File: config.mk
export PLATFORM = sky130hd
export DESIGN_NAME = jtag_tap_driver_flat
export DESIGN_NICKNAME = d
export VERILOG_FILES = /design/src/rtl/jtag_tap_driver_if.sv /design/src/rtl/jtag_tap_driver.sv /design/src/flat_wrapper.sv
export SDC_FILE = /design/constraint.sdc
export NUM_CORES = 1
export LEC_CHECK = 0
export BUFFER_PORTS_ARGS = -buffer_cell sky130_fd_sc_hd__buf_2
export CAP_MARGIN = 20
export CORE_ASPECT_RATIO = 0.9
export CORE_MARGIN = 10
export CORE_UTILIZATION = 55
export DETAILED_ROUTE_END_ITERATION = 10
export GPL_TIMING_DRIVEN = 0
export MAX_ROUTING_LAYER = met4
export PLACE_DENSITY = 0.77
export SYNTH_ARGS = -nofsm -noshare
export SYNTH_HDL_FRONTEND = slang
export SYNTH_SLANG_ARGS = --single-unit
File: constraint.sdc
create_clock -name clk -period 4.15 [get_ports clk]
set_clock_uncertainty 0.1 [all_clocks]
set_input_delay 0.6225 -clock clk [delete_from_list [all_inputs] [get_ports clk]]
set_output_delay 0.6225 -clock clk [all_outputs]
set_load 0.01 [all_outputs]
File: src/rtl/jtag_tap_driver_if.sv
// Command/response handshake bundle between a JTAG scan initiator (master) and jtag_tap_driver (slave).
interface jtag_tap_driver_if #(
   parameter int MAX_LEN = 32,
   parameter int LEN_W   = $clog2(MAX_LEN + 1)
);
   logic               cmd_valid;
   logic               cmd_ready;
   logic [1:0]         cmd_op;
   logic [LEN_W-1:0]   cmd_len;
   logic [MAX_LEN-1:0] cmd_data;
   logic               rsp_valid;
   logic               rsp_ready;
   logic [MAX_LEN-1:0] rsp_data;

   modport master (
      output cmd_valid, cmd_op, cmd_len, cmd_data, rsp_ready,
      input  cmd_ready, rsp_valid, rsp_data
   );

   modport slave (
      input  cmd_valid, cmd_op, cmd_len, cmd_data, rsp_ready,
      output cmd_ready, rsp_valid, rsp_data
   );
endinterface

File: src/rtl/jtag_tap_driver.sv
// JTAG initiator: turns scan/idle/reset commands into TCK/TMS/TDI waveforms and returns captured TDO.
// Optional feature macro JTAG_TAP_DRIVER_TLR_EN: op 11 walks the TAP through Test-Logic-Reset.
module jtag_tap_driver #(
   parameter int MAX_LEN = 32,
   parameter int CLK_DIV = 4,
   parameter int LEN_W   = $clog2(MAX_LEN + 1)
) (
   input  logic             clk,
   input  logic             rst_n,
   jtag_tap_driver_if.slave bus,
   output logic             busy,
   output logic             tck,
   output logic             tms,
   output logic             tdi,
   input  logic             tdo
);

   localparam int DIV_W = $clog2(CLK_DIV + 1);
   localparam int CNT_W = (LEN_W > 3) ? LEN_W : 3;
   localparam logic [DIV_W-1:0] DIV_LAST = DIV_W'(CLK_DIV - 1);
   localparam logic [1:0] OP_DR  = 2'b00;
   localparam logic [1:0] OP_IR  = 2'b01;
   localparam logic [1:0] OP_RTI = 2'b10;
   localparam logic [1:0] OP_RST = 2'b11;

   typedef enum logic [2:0] {S_IDLE, S_HDR, S_SHIFT, S_TRL, S_RTI, S_TLR, S_DONE} state_e;

   state_e             state_q, state_d;
   logic [DIV_W-1:0]   div_q, div_d;
   logic               tck_q, tck_d;
   logic               tms_q, tms_d;
   logic               tdi_q, tdi_d;
   logic [CNT_W-1:0]   bit_q, bit_d;
   logic [LEN_W-1:0]   len_q, len_d;
   logic               is_ir_q, is_ir_d;
   logic [MAX_LEN-1:0] data_q, data_d;
   logic [MAX_LEN-1:0] mask_q, mask_d;
   logic [MAX_LEN-1:0] rsp_data_q, rsp_data_d;
   logic               rsp_valid_q, rsp_valid_d;

   logic               cmd_ready_s;
   logic               accept_s;
   logic [LEN_W-1:0]   cmd_len_s;
   logic [CNT_W-1:0]   last_cnt_s;
   logic               last_s;
   logic               half_end_s;

   assign cmd_ready_s = (state_q == S_IDLE) & ~rsp_valid_q;
   assign accept_s    = bus.cmd_valid & cmd_ready_s;
   assign cmd_len_s   = (bus.cmd_len > LEN_W'(MAX_LEN)) ? LEN_W'(MAX_LEN) : bus.cmd_len;
   assign half_end_s  = (div_q == DIV_LAST);
   assign last_s      = (bit_q == (last_cnt_s - CNT_W'(1)));

   // Number of TCK cycles spent in each active state
   always_comb begin
      case (state_q)
         S_HDR:          last_cnt_s = is_ir_q ? CNT_W'(4) : CNT_W'(3);
         S_SHIFT, S_RTI: last_cnt_s = CNT_W'(len_q);
         S_TRL:          last_cnt_s = CNT_W'(2);
         S_TLR:          last_cnt_s = CNT_W'(6);
         default:        last_cnt_s = CNT_W'(1);
      endcase
   end

   // Next-state and waveform generation; tms/tdi only move when a new TCK cycle begins
   always_comb begin
      state_d     = state_q;
      div_d       = div_q;
      tck_d       = tck_q;
      tms_d       = tms_q;
      tdi_d       = tdi_q;
      bit_d       = bit_q;
      len_d       = len_q;
      is_ir_d     = is_ir_q;
      data_d      = data_q;
      mask_d      = mask_q;
      rsp_data_d  = rsp_data_q;
      rsp_valid_d = rsp_valid_q;
      case (state_q)
         S_IDLE: begin
            if (accept_s) begin
               len_d      = cmd_len_s;
               is_ir_d    = (bus.cmd_op == OP_IR);
               data_d     = bus.cmd_data;
               mask_d     = MAX_LEN'(1);
               rsp_data_d = '0;
               div_d      = '0;
               tck_d      = 1'b0;
               bit_d      = '0;
               tdi_d      = 1'b0;
               case (bus.cmd_op)
                  OP_DR, OP_IR: begin
                     if (cmd_len_s == '0) begin
                        state_d     = S_DONE;
                        rsp_valid_d = 1'b1;
                        tms_d       = 1'b0;
                     end else begin
                        state_d = S_HDR;
                        tms_d   = 1'b1;
                     end
                  end
                  OP_RTI: begin
                     tms_d = 1'b0;
                     if (cmd_len_s == '0) begin
                        state_d     = S_DONE;
                        rsp_valid_d = 1'b1;
                     end else begin
                        state_d = S_RTI;
                     end
                  end
                  OP_RST: begin
`ifdef JTAG_TAP_DRIVER_TLR_EN
                     state_d = S_TLR;
                     tms_d   = 1'b1;
`else
                     state_d     = S_DONE;
                     rsp_valid_d = 1'b1;
                     tms_d       = 1'b0;
`endif
                  end
                  default: begin
                     state_d     = S_DONE;
                     rsp_valid_d = 1'b1;
                     tms_d       = 1'b0;
                  end
               endcase
            end else begin
               state_d = S_IDLE;
            end
         end
         S_HDR, S_SHIFT, S_TRL, S_RTI, S_TLR: begin
            if (!half_end_s) begin
               div_d = div_q + DIV_W'(1);
            end else if (!tck_q) begin
               // Rising edge: TDO has been stable since the previous falling edge
               div_d = '0;
               tck_d = 1'b1;
               if ((state_q == S_SHIFT) && tdo) begin
                  rsp_data_d = rsp_data_q | mask_q;
               end else begin
                  rsp_data_d = rsp_data_q;
               end
            end else begin
               div_d = '0;
               tck_d = 1'b0;
               bit_d = bit_q + CNT_W'(1);
               case (state_q)
                  S_HDR: begin
                     if (last_s) begin
                        state_d = S_SHIFT;
                        bit_d   = '0;
                        tms_d   = (len_q == LEN_W'(1));
                        tdi_d   = data_q[0];
                     end else begin
                        tms_d = is_ir_q && (bit_q == '0);
                     end
                  end
                  S_SHIFT: begin
                     data_d = data_q >> 1;
                     mask_d = mask_q << 1;
                     if (last_s) begin
                        state_d = S_TRL;
                        bit_d   = '0;
                        tms_d   = 1'b1;
                        tdi_d   = 1'b0;
                     end else begin
                        tms_d = ((bit_q + CNT_W'(2)) == CNT_W'(len_q));
                        tdi_d = data_q[1];
                     end
                  end
                  default: begin
                     if (last_s) begin
                        state_d     = S_DONE;
                        rsp_valid_d = 1'b1;
                        tms_d       = 1'b0;
                        tdi_d       = 1'b0;
                     end else begin
                        tms_d = (state_q == S_TLR) && (bit_q < CNT_W'(4));
                     end
                  end
               endcase
            end
         end
         S_DONE: begin
            if (bus.rsp_ready) begin
               state_d     = S_IDLE;
               rsp_valid_d = 1'b0;
            end else begin
               rsp_valid_d = 1'b1;
            end
         end
         default: begin
            state_d = S_IDLE;
         end
      endcase
   end

   // State and output registers with synchronous active-low reset
   always_ff @(posedge clk) begin
      if (!rst_n) begin
         state_q     <= S_IDLE;
         div_q       <= '0;
         tck_q       <= 1'b0;
         tms_q       <= 1'b1;
         tdi_q       <= 1'b0;
         bit_q       <= '0;
         len_q       <= '0;
         is_ir_q     <= 1'b0;
         data_q      <= '0;
         mask_q      <= '0;
         rsp_data_q  <= '0;
         rsp_valid_q <= 1'b0;
      end else begin
         state_q     <= state_d;
         div_q       <= div_d;
         tck_q       <= tck_d;
         tms_q       <= tms_d;
         tdi_q       <= tdi_d;
         bit_q       <= bit_d;
         len_q       <= len_d;
         is_ir_q     <= is_ir_d;
         data_q      <= data_d;
         mask_q      <= mask_d;
         rsp_data_q  <= rsp_data_d;
         rsp_valid_q <= rsp_valid_d;
      end
   end

   assign bus.cmd_ready = cmd_ready_s;
   assign bus.rsp_valid = rsp_valid_q;
   assign bus.rsp_data  = rsp_data_q;
   assign busy          = (state_q != S_IDLE);
   assign tck           = tck_q;
   assign tms           = tms_q;
   assign tdi           = tdi_q;

endmodule

File: src/flat_wrapper.sv
// flat-port wrapper written by rule: the top's interface ports become plain ports
module jtag_tap_driver_flat 
#(
   parameter int MAX_LEN = 32,
   parameter int CLK_DIV = 4,
   parameter int LEN_W   = $clog2(MAX_LEN + 1)
)
  (clk, rst_n, busy, tck, tms, tdi, tdo, bus_cmd_valid, bus_cmd_op, bus_cmd_len, bus_cmd_data, bus_rsp_ready, bus_cmd_ready, bus_rsp_valid, bus_rsp_data);
  jtag_tap_driver_if #(.MAX_LEN(MAX_LEN), .LEN_W(LEN_W)) bus_i ();
  input  logic clk;
  input  logic rst_n;
  output logic busy;
  output logic tck;
  output logic tms;
  output logic tdi;
  input  logic tdo;
  input wire logic [$bits(bus_i.cmd_valid)-1:0] bus_cmd_valid;
  input wire logic [$bits(bus_i.cmd_op)-1:0] bus_cmd_op;
  input wire logic [$bits(bus_i.cmd_len)-1:0] bus_cmd_len;
  input wire logic [$bits(bus_i.cmd_data)-1:0] bus_cmd_data;
  input wire logic [$bits(bus_i.rsp_ready)-1:0] bus_rsp_ready;
  output wire logic [$bits(bus_i.cmd_ready)-1:0] bus_cmd_ready;
  output wire logic [$bits(bus_i.rsp_valid)-1:0] bus_rsp_valid;
  output wire logic [$bits(bus_i.rsp_data)-1:0] bus_rsp_data;
  assign bus_i.cmd_valid = bus_cmd_valid;
  assign bus_i.cmd_op = bus_cmd_op;
  assign bus_i.cmd_len = bus_cmd_len;
  assign bus_i.cmd_data = bus_cmd_data;
  assign bus_i.rsp_ready = bus_rsp_ready;
  assign bus_cmd_ready = bus_i.cmd_ready;
  assign bus_rsp_valid = bus_i.rsp_valid;
  assign bus_rsp_data = bus_i.rsp_data;
  jtag_tap_driver #(.MAX_LEN(MAX_LEN), .CLK_DIV(CLK_DIV), .LEN_W(LEN_W)) u_core (.clk(clk), .rst_n(rst_n), .bus(bus_i), .busy(busy), .tck(tck), .tms(tms), .tdi(tdi), .tdo(tdo));
endmodule
==> out/metrics.cfg <==
[timing]
min_period_ns = 3.26
worst_slack_ns = 0.888
slew_violations = 0
hold_ws_ns = 0.306
max-slew-margin-rel = 0.535
fin_crit_sh = 0.786
setup_viol = 0
max_freq_mhz = 307
rsz0062_at_grt = no
worstMarginPinSlew_ns = 0.680
setup-tns-final_ns = 0
finalHoldViolCount = 0

[synth]
yosysMostFrequentCell = nand2_1
syn_area_per_cell_sq_um = 8.15
synth_edf_count = 0
synth_cells = 658
netlist_top_cells_area = dfxtp_1 44%, nand2_1 8.6%, o211a_1 6.9%, nand3_1 6.4%, a21boi_0 5.5%
async_flop_share = 0
synth.largest_area_cell = dfxtp_1
synth_nets = 708
ys_seq_elements = 119
synthDistinctLibCells = 55
ys.warnings.count = 0
synth_flop_cell = dfxtp_1
yosys-top-cells-count = 123 x nand2_1, 119 x dfxtp_1, 69 x nand3_1
yosysSeqAreaShare = 0.444
synth_area_sq_um = 5370
yosysTopAreaCellShare = 0.444

[clocking]
path_clk_slew_ns = 0.06
hold_buffers = 0
ctsRootBufferMaster = clkbuf_8
cts_htree_levels = 4
ctsResizeCount = 0
clk_latency_ns = 0.52
cts-buffers-inserted = 17
cts.sinks = 119
cts_setup_buffers = 0
cts_tree = yes
clk_path_buf_depth = 2

[floorplan]
fp.dieH_um = 114
die_w_um = 124
initial_core_util = 0.558
design.die.area_sq_um = 14100
ios = 83
rows = 34
core_area_sq_um = 9610

[global_route]
grt_pass1_wl_um = 24300
use_met3 = 0.0445
track_usage = 0.216
antenna_found_initial = 0
gr-usage-met2 = 0.344
grt_start_max_net_pins = 17
busiest_layer = met2
grt-ovfl-total = 0
grt_use_met1 = 0.265
grt_pass1_vias = 5114

[drt]
wl_per_cell_um = 16.3
dr.pass1.iters = 7
ant_nets = 0
drtIter0Drc = 534
num_vias = 5185
routed_wl_um = 14600
vias_per_cell = 5.77
drc_errors = 0

[run_status]
outcome = finished clean

[pwr]
p_leak_nw = 2.89
powerDensity_nw_per_um2 = 693
total_power_w = 0.00452
irDropWorstVdd_uv = 347

[worst_setup_path]
cp-startpoint = u_core.state_q[2]
required_ns = 4.42
critical_path_depth = 12
cp_cell_sequence = buf_2 -> clkbuf_1 -> or2_2 -> a21oi_1 -> a211o_1 -> ha_1 -> xnor2_1 -> nor4_2 -> o211ai_2 -> buf_6 -> a311oi_1 -> o21ai_1
worstSetupPathType = flop to flop
critPathLaunchType = flop
slowest_delay_ns = 0.40
endpoint_kind = flop
rr_startpoint = u_core.state_q[2]
cpMaxStageDelayCell = dfxtp_1
cp.arrival_ns = 3.54
crit_path_max_fanout = 10
worst-r2r-cell-count = 12
cp_top_family = compound AO/OA/AOI/OAI gates
critPathBufInv = 3

[final_layout]
fin_nets = 809
diodes = 0
drive_gt1_frac = 0.166
syn_to_final_growth_pct = 21.4
fin_area_sq_um = 6520

[min_path]
hp-class = primary input to flop
holdCritStartpoint = bus_cmd_len[4]
holdPathStages = 3

[placement]
routabilityCongestion = 0.904
portBuffers = 82
dpl.hpwl_um = 10500
dp_slack_ns = 0.965
place_area_sq_um = 5930

[flow_run]
cap_violations = 0

-- metal layers --
metal / vias to the layer above / part of all wire
met3: 32 / 0.056
met2: 206 / 0.49
met1: 2453 / 0.44
met4: 0 / 0.023
li1: 2494 / -
met5: - / 0
-- through the flow --
step                utilization  cells
floorplan                     -    658
global placement          0.617    866
detailed placement        0.617    866
CTS                       0.678    898
global route              0.678    898
finish                    0.678    898
-- area by class of cell --
| cell class | count | area, sq um |
|---|---|---|
| fillers | 840 | 3100 |
| multi-input cells | 477 | 2730 |
| flip-flops and latches | 119 | 2380 |
| clock buffers | 17 | 414 |
| repair buffers | 82 | 410 |
| plain buffers | 52 | 215 |
| clock inverters | 15 | 168 |
| well taps | 126 | 158 |
| inverters | 10 | 37.5 |
-- cells in the final DEF, fill, tap and decap left out, types with 3 or more instances in the layout --
cell,count
o2111ai_1,4
a21oi_1,45
a21boi_0,39
buf_1,4
nand4_1,3
nand3b_1,8
and2_1,6
xnor2_1,9
ha_1,5
o211a_1,37
nor2_1,49
inv_6,5
buf_2,89
inv_1,10
o21ai_0,10
o21ai_1,4
nor2b_1,7
xor2_1,5
a21o_1,5
nand2b_1,4
nand3_1,69
nand2_1,123
dfxtp_1,119
clkbuf_16,16
clkinv_4,4
nor3_1,9
clkbuf_1,39
-- cells by family (layout without fill, tap and decap cells) --
| logic type | count (synthesis) | after routing | share of synthesized area |
|---|---|---|---|
| AOI/OAI and AO/OA | 166 | 166 | 0.226 |
| buffers and inverters | 62 | 176 | 0.0471 |
| and+or+nand+nor | 291 | 291 | 0.246 |
| adders and majority gates | 5 | 5 | 0.0117 |
| DFF | 119 | 119 | 0.444 |
| xor gates and xnor gates | 14 | 14 | 0.0229 |
| muxes | 1 | 1 | 0.00187 |
-- power by group --
part | switching, W | internal (W) | total (W) | leakage [nW]
Sequential | 0.000109 | 0.00131 | 0.00142 | 0.966
Clock | 0.000570 | 0.000868 | 0.00144 | 0.286
Combinational | 0.00112 | 0.000537 | 0.00166 | 1.64
Total | 0.00180 | 0.00271 | 0.00452 | 2.89
-- state kept, by name, summed over array words and instances (netlist names), 3 cells and up --
register             flops
u_core.state_q           3
u_core.len_q             6
u_core.data_q           32
u_core.mask_q           32
u_core.bit_q             6
u_core.bus.rsp_data     32
u_core.div_q             3
-- tightest hold or removal path, stage by stage --
cell	delay (ns)
buf_2	0.11
nand3b_1	0.07
a21boi_0	0.07
-- path summary, 6_finish.rpt --
check | to | slack [ns]
max reg2reg | u_core.tms | 0.89
min reg2reg | u_core.bus.rsp_data[7] | 0.36
max | u_core.tms | 0.89
min | u_core.len_q[4] | 0.31
Note: power is estimated with default switching activity, not from simulation.
